## src/rtl/ping_pong_pkg.sv

```systemverilog
// ping_pong_pkg
//   Shared definitions for the ping-pong counter interface: default widths,
//   direction encoding and the monitor's lock-state encoding.
//   No ports (package).
package ping_pong_pkg;

    localparam int PP_WIDTH = 4;  // default counter value width
    localparam int PP_CNT_W = 8;  // default width of the saturating event counters

    localparam logic DIR_UP   = 1'b1;
    localparam logic DIR_DOWN = 1'b0;

    typedef enum logic {
        ST_UNLOCKED = 1'b0,
        ST_LOCKED   = 1'b1
    } pp_state_t;

endpackage : ping_pong_pkg

```

## src/rtl/ping_pong_predictor.sv

```systemverilog
// ping_pong_predictor
//   Combinational next-step model of the ping-pong counter. This is the only
//   place that encodes the transition rules.
//   Ports:
//     i_o          previous counter value
//     i_d          previous direction (1 = up, 0 = down)
//     i_e          enable that was applied with the previous value
//     o_next_o     value the counter must show next
//     o_next_d     direction the counter must show next
//     o_is_bounce  the step from (i_o, i_d) is a turnaround
module ping_pong_predictor
    import ping_pong_pkg::*;
#(
    parameter int WIDTH = PP_WIDTH
) (
    input  logic [WIDTH-1:0] i_o,
    input  logic             i_d,
    input  logic             i_e,
    output logic [WIDTH-1:0] o_next_o,
    output logic             o_next_d,
    output logic             o_is_bounce
);

    localparam logic [WIDTH-1:0] MAX_V = {WIDTH{1'b1}};
    localparam logic [WIDTH-1:0] ONE_V = {{(WIDTH-1){1'b0}}, 1'b1};

    always_comb begin
        o_next_o    = i_o;
        o_next_d    = i_d;
        o_is_bounce = 1'b0;
        if (i_e) begin
            if (i_d == DIR_UP) begin
                if (i_o == MAX_V) begin
                    // Top turnaround: skip straight to MAX-1 heading down.
                    o_next_o    = MAX_V - ONE_V;
                    o_next_d    = DIR_DOWN;
                    o_is_bounce = 1'b1;
                end else begin
                    o_next_o = i_o + ONE_V;
                end
            end else begin
                if (i_o == '0) begin
                    // Bottom turnaround: 0 goes to 1 heading up.
                    o_next_o    = ONE_V;
                    o_next_d    = DIR_UP;
                    o_is_bounce = 1'b1;
                end else begin
                    o_next_o = i_o - ONE_V;
                end
            end
        end
    end

endmodule : ping_pong_predictor

```

## src/rtl/ping_pong_monitor.sv

```systemverilog
// ping_pong_monitor
//   Receive-side checker for a ping-pong counter. Registers every
//   (out, direction, enable) sample, predicts the next sample from it and
//   compares. Locks on the first legal sample, flags illegal steps and counts
//   turnarounds and errors with saturating counters.
//   Ports:
//     i_clk, i_rst_n    clock, asynchronous active-low reset
//     i_enable          enable the counter sees this cycle
//     i_direction       counter direction (1 = up, 0 = down)
//     i_out             counter value
//     o_locked          monitor synchronised and checking
//     o_error           one-cycle pulse for each illegal sample
//     o_exp_out/dir     prediction for the most recently registered sample
//     o_bounce_count    turnarounds seen while locked (saturating)
//     o_err_count       errors detected (saturating)
//   Outputs for a sample taken on edge k are visible after edge k.
module ping_pong_monitor
    import ping_pong_pkg::*;
#(
    parameter int WIDTH = PP_WIDTH,
    parameter int CNT_W = PP_CNT_W
) (
    input  logic             i_clk,
    input  logic             i_rst_n,
    input  logic             i_enable,
    input  logic             i_direction,
    input  logic [WIDTH-1:0] i_out,
    output logic             o_locked,
    output logic             o_error,
    output logic [WIDTH-1:0] o_exp_out,
    output logic             o_exp_dir,
    output logic [CNT_W-1:0] o_bounce_count,
    output logic [CNT_W-1:0] o_err_count
);

    localparam logic [WIDTH-1:0] MAX_V   = {WIDTH{1'b1}};
    localparam logic [CNT_W-1:0] CNT_ONE = {{(CNT_W-1){1'b0}}, 1'b1};
    localparam logic [CNT_W-1:0] CNT_MAX = {CNT_W{1'b1}};

    pp_state_t        r_state;
    pp_state_t        w_state_nxt;

    logic [WIDTH-1:0] r_o;
    logic             r_d;
    logic             r_e;

    logic             r_error;
    logic [WIDTH-1:0] r_exp_out;
    logic             r_exp_dir;
    logic [CNT_W-1:0] r_bounce_count;
    logic [CNT_W-1:0] r_err_count;

    logic [WIDTH-1:0] w_pred_o;
    logic             w_pred_d;
    logic             w_pred_bounce;
    logic             w_illegal;
    logic             w_match;
    logic             w_err_evt;
    logic             w_bounce_evt;

    ping_pong_predictor #(.WIDTH(WIDTH)) u_pred (
        .i_o         (r_o),
        .i_d         (r_d),
        .i_e         (r_e),
        .o_next_o    (w_pred_o),
        .o_next_d    (w_pred_d),
        .o_is_bounce (w_pred_bounce)
    );

    // (MAX, down) can never be produced by a healthy counter.
    assign w_illegal = (i_out == MAX_V) && (i_direction == DIR_DOWN);
    assign w_match   = (i_out == w_pred_o) && (i_direction == w_pred_d);

    // State register.
    always_ff @(posedge i_clk or negedge i_rst_n) begin
        if (!i_rst_n) begin
            r_state <= ST_UNLOCKED;
        end else begin
            r_state <= w_state_nxt;
        end
    end

    // Next state plus the per-sample error/bounce events.
    always_comb begin
        w_state_nxt  = r_state;
        w_err_evt    = 1'b0;
        w_bounce_evt = 1'b0;
        case (r_state)
            ST_UNLOCKED: begin
                if (w_illegal) begin
                    w_err_evt = 1'b1;
                end else begin
                    w_state_nxt = ST_LOCKED;
                end
            end
            ST_LOCKED: begin
                if (w_illegal || !w_match) begin
                    // Drop lock; this sample is registered and serves as the
                    // reference for the resync attempt on the next sample.
                    w_err_evt   = 1'b1;
                    w_state_nxt = ST_UNLOCKED;
                end else begin
                    w_bounce_evt = w_pred_bounce;
                end
            end
            default: begin
                w_state_nxt = ST_UNLOCKED;
            end
        endcase
    end

    // Outputs decoded from state.
    always_comb begin
        o_locked = (r_state == ST_LOCKED);
    end

    // Sample registers, prediction outputs and saturating counters.
    always_ff @(posedge i_clk or negedge i_rst_n) begin
        if (!i_rst_n) begin
            r_o            <= '0;
            r_d            <= 1'b0;
            r_e            <= 1'b0;
            r_error        <= 1'b0;
            r_exp_out      <= '0;
            r_exp_dir      <= DIR_UP;
            r_bounce_count <= '0;
            r_err_count    <= '0;
        end else begin
            r_o       <= i_out;
            r_d       <= i_direction;
            r_e       <= i_enable;
            r_error   <= w_err_evt;
            r_exp_out <= w_pred_o;
            r_exp_dir <= w_pred_d;
            if (w_bounce_evt && (r_bounce_count != CNT_MAX)) begin
                r_bounce_count <= r_bounce_count + CNT_ONE;
            end
            if (w_err_evt && (r_err_count != CNT_MAX)) begin
                r_err_count <= r_err_count + CNT_ONE;
            end
        end
    end

    assign o_error        = r_error;
    assign o_exp_out      = r_exp_out;
    assign o_exp_dir      = r_exp_dir;
    assign o_bounce_count = r_bounce_count;
    assign o_err_count    = r_err_count;

endmodule : ping_pong_monitor

```

## config.mk

```make
export PLATFORM = sky130hd
export DESIGN_NAME = ping_pong_monitor
export DESIGN_NICKNAME = d
export VERILOG_FILES = /design/src/rtl/ping_pong_pkg.sv /design/src/rtl/ping_pong_predictor.sv /design/src/rtl/ping_pong_monitor.sv
export SDC_FILE = /design/constraint.sdc
export NUM_CORES = 1
export LEC_CHECK = 0
export CAP_MARGIN = 15
export CORE_ASPECT_RATIO = 1.75
export CORE_MARGIN = 3
export CORE_UTILIZATION = 40
export CTS_BUF_LIST = sky130_fd_sc_hd__clkbuf_2 sky130_fd_sc_hd__clkbuf_4 sky130_fd_sc_hd__clkbuf_8
export DETAILED_ROUTE_END_ITERATION = 10
export GPL_ROUTABILITY_DRIVEN = 0
export GPL_TIMING_DRIVEN = 0
export MAX_ROUTING_LAYER = met4
export PLACE_DENSITY = 0.69
export SKIP_LAST_GASP = 1
export SLEW_MARGIN = 20
export SYNTH_ARGS = -nofsm -noshare
export SYNTH_HDL_FRONTEND = slang
export SYNTH_SLANG_ARGS = --single-unit
```

## constraint.sdc

```tcl
create_clock -name i_clk -period 5.1 [get_ports i_clk]
set_input_delay 1.02 -clock i_clk [delete_from_list [all_inputs] [get_ports i_clk]]
set_output_delay 1.02 -clock i_clk [all_outputs]
set_load 0.005 [all_outputs]
```

---- Word level (Yosys, flattened, before mapping) ----
Cells that the tools add are included.
Widths: inputs -> output; s select.
storage, ports and cells
  logic and storage cells ................. 47
  output and inout bits ................... 23
  bits of input ports ..................... 8
  bits in registers ....................... 29
cells by class
  mux-type cells .......................... 19
  add/sub/neg operators ................... 4
  equal/unequal tests ..................... 6
  reductions and logical operators ........ 7
  bitwise operators ....................... 2
operators by type and width
  kind                 count
  $add 8x1->8 const B  2
  $mux 4               4
  $ne 8x8->1 const B   2
  $mux 1               13
  $eq 4x4->1 const B   2
  $add 4x1->4 const B  1
  $eq 4x4->1           1
  $logic_and 1x1->1    4
  $logic_not 4->1      1
  $pmux 1 s2           2
  $sub 4x1->4 const B  1
  $not 1->1            2
  $eq 1x1->1           1
  $logic_not 1->1      1
  $logic_or 1x1->1     1

---- Depth between registers and ports, before layout ----
Gate-level depths: netlist of the first run.
  word-level depth ........................ 11
  mapped depth ............................ 9
  mapped depth without buffers ............ 9

---- By module ----
Synthesis of the first run repeated with hierarchy kept, for this count alone.
second synthesis, totals
  cells, all modules ...................... 139
  area total of the unflattened synthesis .. 1,482.7 um2
by module, submodules not included
  module               sequential area each (um2)  cells an instance  times used  area each (um2)
  ping_pong_monitor    726.9                       98                 1           1,223.7
  ping_pong_predictor  0.0                         41                 1           259.0

---- Least setup slack after synthesis of the first run ----
Ideal clock, no wire load.
  path type ............................... register to register
  start ................................... register r_o[0]
  end ..................................... register r_bounce_count[1], in the netlist o_bounce_count[1]
  data required time ...................... 4.975 ns
  cell stages (with the launch flop) ...... 9
  setup time .............................. 0.125 ns
  slack ................................... 2.293 ns
  data arrival time ....................... 2.683 ns
  clock period less this slack ............ 2.807 ns
  path buffers ............................ 0
  cell sequence ........................... dfrtp_1 inv_1 ha_1 or4b_4 and3_4 o21a_1 a2111o_1 nor4b_4 mux2_2
between the ends
  cells in the longest elaborated chain, start to end .. 11
  elaborated cells on any way between the ends .. 23
  classes of those cells .................. 2 x add/sub; 3 x eq/ne; 13 x mux; 5 x reduce/logical
ends and longest elaborated chain
  item                                       line                       source
  from (decl)                                ping_pong_monitor.sv:43    logic [WIDTH-1:0] r_o;
  from (signal assigned)                     ping_pong_monitor.sv:129   r_o <= i_out;
  $sub 4x1->4, or another cell as far along  ping_pong_predictor.sv:48  o_next_o = i_o - ONE_V;
  $mux 4, or another cell as far along       ping_pong_predictor.sv:42  if (i_o == '0) begin
  $mux 4 or $mux 1 (tied branches)           ping_pong_predictor.sv:32  if (i_d == DIR_UP) begin
  $mux 4 or $mux 1 (tied branches)           ping_pong_predictor.sv:31  if (i_e) begin
  $eq 4x4->1 or $eq 1x1->1 (tied branches)   ping_pong_monitor.sv:72    assign w_match = (i_out == w_pred_o) && (i_direction == w_pred_d);
  $logic_and 1x1->1                          ping_pong_monitor.sv:72
  $logic_not 1->1                            ping_pong_monitor.sv:97    if (w_illegal || !w_match) begin
  $logic_or 1x1->1                           ping_pong_monitor.sv:97
  $mux 1 (*)                                 ping_pong_monitor.sv:97
  $mux 1 (*)                                 ping_pong_monitor.sv:88    case (r_state)
  $logic_and 1x1->1 (*)                      ping_pong_monitor.sv:135   if (w_bounce_evt && (r_bounce_count != CNT_MAX)) begin
  to (signal assigned)                       ping_pong_monitor.sv:136   r_bounce_count <= r_bounce_count + CNT_ONE;
  to (decl)                                  ping_pong_monitor.sv:50    logic [CNT_W-1:0] r_bounce_count;
Mark *: on every way between the ends. The rest lies on a longest branch, timed or not.
A chain may end at the register's enable or synchronous reset.

---- Worst setup path in the final report of the first run ----
  start ................................... input port i_out[2]
  end ..................................... register r_err_count[1], in the netlist o_err_count[1]
between the ends
  cells in the longest elaborated chain, start to end .. 7
  elaborated cells on any way between the ends .. 10
  classes of those cells .................. 2 x eq/ne; 3 x mux; 5 x reduce/logical
ends and longest elaborated chain
  item                   line                      source
  from (decl)            ping_pong_monitor.sv:27   input logic [WIDTH-1:0] i_out,
  $eq 4x4->1             ping_pong_monitor.sv:72
  $logic_and 1x1->1      ping_pong_monitor.sv:72
  $logic_not 1->1        ping_pong_monitor.sv:97
  $logic_or 1x1->1       ping_pong_monitor.sv:97
  $mux 1                 ping_pong_monitor.sv:97
  $pmux 1 s2 (*)         ping_pong_monitor.sv:88
  $logic_and 1x1->1 (*)  ping_pong_monitor.sv:138  if (w_err_evt && (r_err_count != CNT_MAX)) begin
  to (signal assigned)   ping_pong_monitor.sv:139  r_err_count <= r_err_count + CNT_ONE;
  to (decl)              ping_pong_monitor.sv:51   logic [CNT_W-1:0] r_err_count;
Marks and branches as above.

==> out/results.txt, run 1 <==
total gr overflow = 0
CTS root buf = clkbuf_8
Setup WS pre-CTS = 1632 ps
via count = 1325
Post-CTS Setup Bufs = 0
CTS tree = done
first-pass GRT wire length = 6216 um
DRT iter0 DRCs = 33
Power Dens Cells = 369.1 mW/mm^2
required time of the critical path = 5260 ps
Synth Area in Adders = 3.200%
Max Buffers Root-to-Sink = 2
max-cap viol count = 0
Post-synth ARST share = 100.0%
crit share post-route = 62.22%
synth warn = 0
Post-Syn Area = 0.001564 sq mm
clk_lat worst skew = 280 ps
number of diodes = 0
Via density = 5.662
Final Worst Setup Slack = 1927 ps
Register Area = 726.9 sq um
Setup Viol. Count Final = 0
post-synthesis register bit count = 29
per-cell routed wire length = 15.03 um
Placed Area = 0.001917 sq mm
Setup CP Type = input port to flip-flop
Synth Area in XOR/XNOR = 7.840%
Startpoint Class = input port
Post-route DRC = 0
unrepaired setup endpoints after global routing = false
Syn Area/Cell = 10.43 sq um
Static Leak = 0.0008994 uW
Worst-path clk slew = 60 ps
vias in the first global route = 1321
fmax = 0.3151 GHz
Pre-antenna DRT Iters = 4
I/O pin cnt = 31
Slew HR = 46.05%
status = completed
CTS Hold Buffers Added = 0
TNS Setup = 0 ps
largest net degree at the start of global routing = 30
top-count cell post-synth = dfrtp_1
post-cts sizing count = 0
Synth area leader = dfrtp_1
Worst Tran Pin Value = 796.6 ps
drt total wl = 3518 um
post-synthesis sequential area ratio = 46.48%
Slew Viols, Final = 0
Tmin final = 3173 ps
Site Rows = 29
Worst Skew = 5.185 ps
FILL cells = 370
Hold Violations, Final = 0
GRT Util Overall = 18.19%
Post-synth EDFFs = 0
Die Width = 53.27 um
TritonCTS buffer count = 5
Core Footprint = 0.003701 sq mm
Synth top area share = 44.80%
VDD IR max = 0.3102 mV
Compound-Gate Fraction of Synth Area = 12.08%
CP Capture Type = flip-flop
library cells used by synthesis = 44
crit path DAT = 3330 ps
area of the multi-input gates = 792.0 sq um
Area Growth Syn to Fin = 30.24%
Final Cell Area = 0.002037 sq mm
post-DP HPWL = 2644 um
Starting Density = 42.26%
Post-Synth Simple-Gate Area = 24.00%
chip height = 88.72 um
IO buf count = 30
Synth Instances = 150
DRT antenna net count = 0
H-tree levels = 2
Hold Path Class = flip-flop to flip-flop
initial antenna violation count = 0
Syn Nets = 162
main combinational cell family by area after synthesis = simple AND/OR/NAND/NOR gates
layout cells sized above 1 = 10.64%
clk sinks = 29
final net count = 199
Main synth FF type = dfrtp_1
CP max FO = 8
Die ar. = 0.004726 sq mm
synth top area cells = dfrtp_1 45%, xnor2_1 3.9%, xor2_1 3.9%
most frequent cells after synthesis = 28 x dfrtp_1, 9 x nand2_1, 9 x nor2_1, 8 x nand3_1
mux cell area share after synthesis = 3.520%
-- registers in the layout, indices dropped and copies added (netlist names) --
| signal | count |
|---|---|
| o_exp_dir | 1 |
| o_error | 1 |
| o_bounce_count | 8 |
| r_d | 1 |
| o_locked | 1 |
| o_exp_out | 4 |
| r_e | 1 |
| r_o | 4 |
| o_err_count | 8 |
-- final timing paths --
check	from	end	slack [ps]	cells past startpoint
worst min register to register	o_err_count[4]$_DFFE_PN0P_	o_err_count[4]$_DFFE_PN0P_	510	1
worst min-delay path	o_err_count[4]$_DFFE_PN0P_	o_err_count[4]$_DFFE_PN0P_	510	1
worst max-delay path	i_out[2]	o_err_count[1]$_DFFE_PN0P_	1930	7
min in group asynchronous	i_rst_n	r_o[0]$_DFF_PN0_	760	1
worst max register to register	r_o[0]$_DFF_PN0_	o_bounce_count[1]$_DFFE_PN0P_	2050	8
max in group asynchronous	i_rst_n	r_o[3]$_DFF_PN0_	3930	1
-- cell usage in the layout, fill, tap and decap left out, types with 2 or more instances in the layout --
| master | synthesis | final |
|---|---|---|
| clkdlybuf4s50_1 | 0 | 29 |
| dfrtp_1 | 28 | 28 |
| nor2_1 | 9 | 9 |
| nand2_1 | 9 | 9 |
| nand3_1 | 8 | 8 |
| inv_1 | 7 | 7 |
| nand4_1 | 7 | 7 |
| xnor2_1 | 7 | 7 |
| xor2_1 | 7 | 7 |
| and3_1 | 6 | 6 |
| clkbuf_8 | 0 | 6 |
| clkbuf_1 | 5 | 5 |
| nand2b_1 | 5 | 5 |
| o21ai_0 | 5 | 5 |
| a211oi_1 | 5 | 5 |
| mux2_2 | 4 | 4 |
| ha_1 | 4 | 4 |
| nor3_1 | 3 | 3 |
| and3b_1 | 2 | 2 |
| a31oi_1 | 2 | 2 |
| a21oi_1 | 2 | 2 |
-- cell families after synthesis --
kind of cell	count (synthesis)
muxes	5
xor gates and xnor gates	14
DFF	29
buffers and inverters	12
AOI/OAI and AO/OA	26
and+or+nand+nor	60
adders and majority gates	4
-- cell type report --
cell class                      instances  share of cell area [%]
Inverter                                7                   1.290
Multi-Input combinational cell        109                   38.88
Timing Repair Buffer                   30                   14.50
Clock buffer                            7                   4.423
Buffer                                  5                  0.9214
Tap cell                               46                   2.826
Clock inverter                          1                   1.474
Sequential cell                        29                   35.69
-- report_power, final --
part | total (uW) | leakage (uW) | internal (uW) | switching, uW
Sequential | 315 | 0.000361 | 270 | 44.9
Clock | 246 | 0.0000619 | 164 | 81.9
Combinational | 190 | 0.000476 | 111 | 79.3
Total | 752 | 0.000899 | 546 | 206
-- through the flow --
stage	util [%]	cells	hold WS [ps]	total power, uW
2_1_floorplan	-	150	477.4	399.9
3_3_place_gp	51.93	226	479.8	504.8
3_5_place_dp	51.79	226	497.1	509.5
4_1_cts	55.04	234	509.6	762.4
5_1_grt	55.04	234	516.6	801.6
6_report	55.04	234	507.7	751.8
-- worst max-delay path: stages --
cell,delay [ps]
clkdlybuf4s50_1,530
or4b_2,710
o2111ai_1,140
a2111o_1,220
nor3_4,90
a21oi_1,260
mux2_2,360
-- layer usage --
| layer | vias up | GRT usage [%] | wire length (um) |
|---|---|---|---|
| li1 | 626 | - | - |
| met1 | 649 | 20.24 | 1335 |
| met2 | 43 | 30.50 | 1956 |
| met3 | 7 | 3.710 | 154 |
| met4 | 0 | 8.140 | 72 |
| met5 | - | - | 0 |
Note: power is estimated with default switching activity, not from simulation.
==> run 2, diff against run 1 <==
--- a/config.mk
+++ b/config.mk
@@ -14,7 +14,7 @@
 export GPL_ROUTABILITY_DRIVEN = 0
 export GPL_TIMING_DRIVEN = 0
 export MAX_ROUTING_LAYER = met4
-export PLACE_DENSITY = 0.69
+export PLACE_DENSITY = 0.72
 export SKIP_LAST_GASP = 1
 export SLEW_MARGIN = 20
 export SYNTH_ARGS = -nofsm -noshare
==> constraint.sdc (replaced) <==
create_clock -name i_clk -period 2.8 [get_ports i_clk]
set_input_delay 0.56 -clock i_clk [delete_from_list [all_inputs] [get_ports i_clk]]
set_output_delay 0.56 -clock i_clk [all_outputs]
set_load 0.005 [all_outputs]
==> run 2 against run 1 <==
Net effect:
- worst hold slack lost 200 ps
- sequential power grew 83%
- sequential share of layout area shrank 2.2 points
- highest routed layer unchanged
- critical endpoint unchanged
- power grew 77%
- critical path depth grew 3
- count of clock-buffer cells in the layout grew 1
- global-route usage grew 0.52 points
- largest power group unchanged
- critical path type is now flip-flop to flip-flop
- cell area grew 6.8%
- register-to-register slack lost 2000 ps
- core utilization grew 3.8 points
==> out/results.txt, run 2 (synthesis gave the netlist of run 1 again) <==
status = completed
per-cell routed wire length = 16.72 um (+11%)
max-cap viol count = 0 (unchanged)
Worst Skew = 6.890 ps (+1.705 ps)
Setup CP Type = flip-flop to flip-flop
via count = 1382 (+4.3%)
Final Cell Area = 0.002176 sq mm (+6.8%)
FILL cells = 323 (-13%)
H-tree levels = 2 (unchanged)
TritonCTS buffer count = 5 (unchanged)
worst hold slack = 308.5 ps (-199.2 ps)
Slew Viols, Final = 0 (unchanged)
VDD IR max = 0.5881 mV (+90%)
Hold Violations, Final = 0 (unchanged)
clk_lat worst skew = 270 ps (about the same)
Via density = 5.687 (+0.44%)
Worst path slowest cell = or4b_4
number of diodes = 0 (unchanged)
CP Capture Type = flip-flop
Static Leak = 0.0009502 uW (+5.7%)
leading cell type in the layout, fill and taps excluded = clkdlybuf4s50_1
area of the multi-input gates = 869.6 sq um (+9.8%)
Tmin final = 2796 ps
crit path DAT = 2950 ps (-380 ps)
Max Buffers Root-to-Sink = 2 (unchanged)
Pre-antenna DRT Iters = 4 (unchanged)
DRT iter0 DRCs = 29 (-12%)
vias in the first global route = 1409 (+6.7%)
Worst-path clk slew = 60 ps (about the same)
CP max FO = 7 (-1)
Slew HR = 44.56% (-1.5 points)
Setup WS pre-CTS = -236.7 ps (-1869 ps)
Hold Path Class = input port to async pin
Reg2Reg Depth = 10 (+2)
critical path's top delay family = simple AND/OR/NAND/NOR gates
clk sinks = 29 (unchanged)
final net count = 208 (+4.5%)
GRT Util Overall = 18.71% (+0.52 points)
DRT antenna net count = 0 (unchanged)
Core Footprint = 0.003701 sq mm (unchanged)
Area Growth Syn to Fin = 39.12%
Die ar. = 0.004726 sq mm (unchanged)
required time of the critical path = 2960 ps (-2300 ps)
fmax = 0.3576 GHz
Final Worst Setup Slack = 3.922 ps (-1923 ps)
Worst Tran Pin Value = 818.7 ps (+22.08 ps)
Starting Density = 42.26% (unchanged)
Site Rows = 29 (unchanged)
CTS tree = done
largest net degree at the start of global routing = 30 (unchanged)
Register Area = 729.5 sq um (+0.34%)
crit share post-route = 99.86%
Setup Viol. Count Final = 0 (unchanged)
total gr overflow = 0 (unchanged)
layout cells sized above 1 = 20.30% (+9.7 points)
CTS root buf = clkbuf_8
CP cell instances = inv_2, ha_4, or4b_4, and3_4, o21a_1, a2111o_1, nor3_4, buf_12, a21oi_4, mux2_4
most frequent cells in the layout = 29 x clkdlybuf4s50_1, 26 x dfrtp_1, 9 x nor2_1, 9 x nand2_1, 8 x nand3_1
unrepaired setup endpoints after global routing = true
Placed Area = 0.001917 sq mm (unchanged)
Startpoint Class = flip-flop
worst path bufs/invs = 2 (+1)
initial antenna violation count = 0 (unchanged)
Power Dens Cells = 611.9 mW/mm^2 (+66%)
Post-route DRC = 0 (unchanged)
I/O pin cnt = 31 (unchanged)
first-pass GRT wire length = 6382 um (+2.7%)
Die Width = 53.27 um (unchanged)
post-DP HPWL = 2636 um (-0.31%)
IO buf count = 30 (unchanged)
Worst path max stage delay = 470 ps (-240 ps)
TNS Setup = 0 ps (unchanged)
Worst path depth = 10 (+3)
drt total wl = 4062 um (+15%)
chip height = 88.72 um (unchanged)
[run 2: through the flow]
stage | cells | total power, uW | utilization (%)
after global placement | 226 | 920.3 | 51.93
after CTS | 240 | 1299 | 56.15
after detailed placement | 226 | 931.9 | 51.79
final | 243 | 1331 | 58.79
after global routing | 243 | 1411 | 58.79
after floorplan | 150 | 728.4 | -
[run 2: worst paths after layout]
path	slack, ps	endpoint	from
setup / recovery	4	o_err_count[1]$_DFFE_PN0P_	r_o[0]$_DFF_PN0_
setup reg to reg	4	o_err_count[1]$_DFFE_PN0P_	r_o[0]$_DFF_PN0_
max in group asynchronous	2050	r_o[0]$_DFF_PN0_	i_rst_n
min in group i_clk	510	o_bounce_count[7]$_DFFE_PN0P_	o_bounce_count[7]$_DFFE_PN0P_
hold reg to reg	510	o_bounce_count[7]$_DFFE_PN0P_	o_bounce_count[7]$_DFFE_PN0P_
hold / removal	310	o_exp_out[0]$_DFF_PN0_	i_rst_n
[run 2: per-layer routing]
layer	share of wire (%)	up-vias	GRT usage (%)
met2	56	43	30.95
met1	39	694	21.51
met5	0	-	-
met3	4.0	6	4.553
met4	1.2	0	6.744
li1	-	639	-
[run 2: area by class of cell]
type	count	area share, %
multi-input cells	109	39.97
repair buffers	39	17.60
inverters	7	1.208
well taps	46	2.645
plain buffers	5	0.8626
flip-flops and latches	29	33.52
clock buffers	8	4.198
[run 2: power breakdown]
| part | switching (uW) | leakage (uW) | internal [uW] | total (uW) |
|---|---|---|---|---|
| Sequential | 84.2 | 0.000359 | 493 | 577 |
| Clock | 141 | 0.0000498 | 205 | 346 |
| Combinational | 176 | 0.000541 | 232 | 408 |
| Total | 401 | 0.000950 | 930 | 1330 |
[run 2: timing repair]
action                     in CTS  in global routing
pin swaps                       3                  9
setup endpoints to repair      16                  9
cloned                          0                  0
buffers inserted                6                  4
hold buffers                    0                  0
gates resized for setup         9                 12
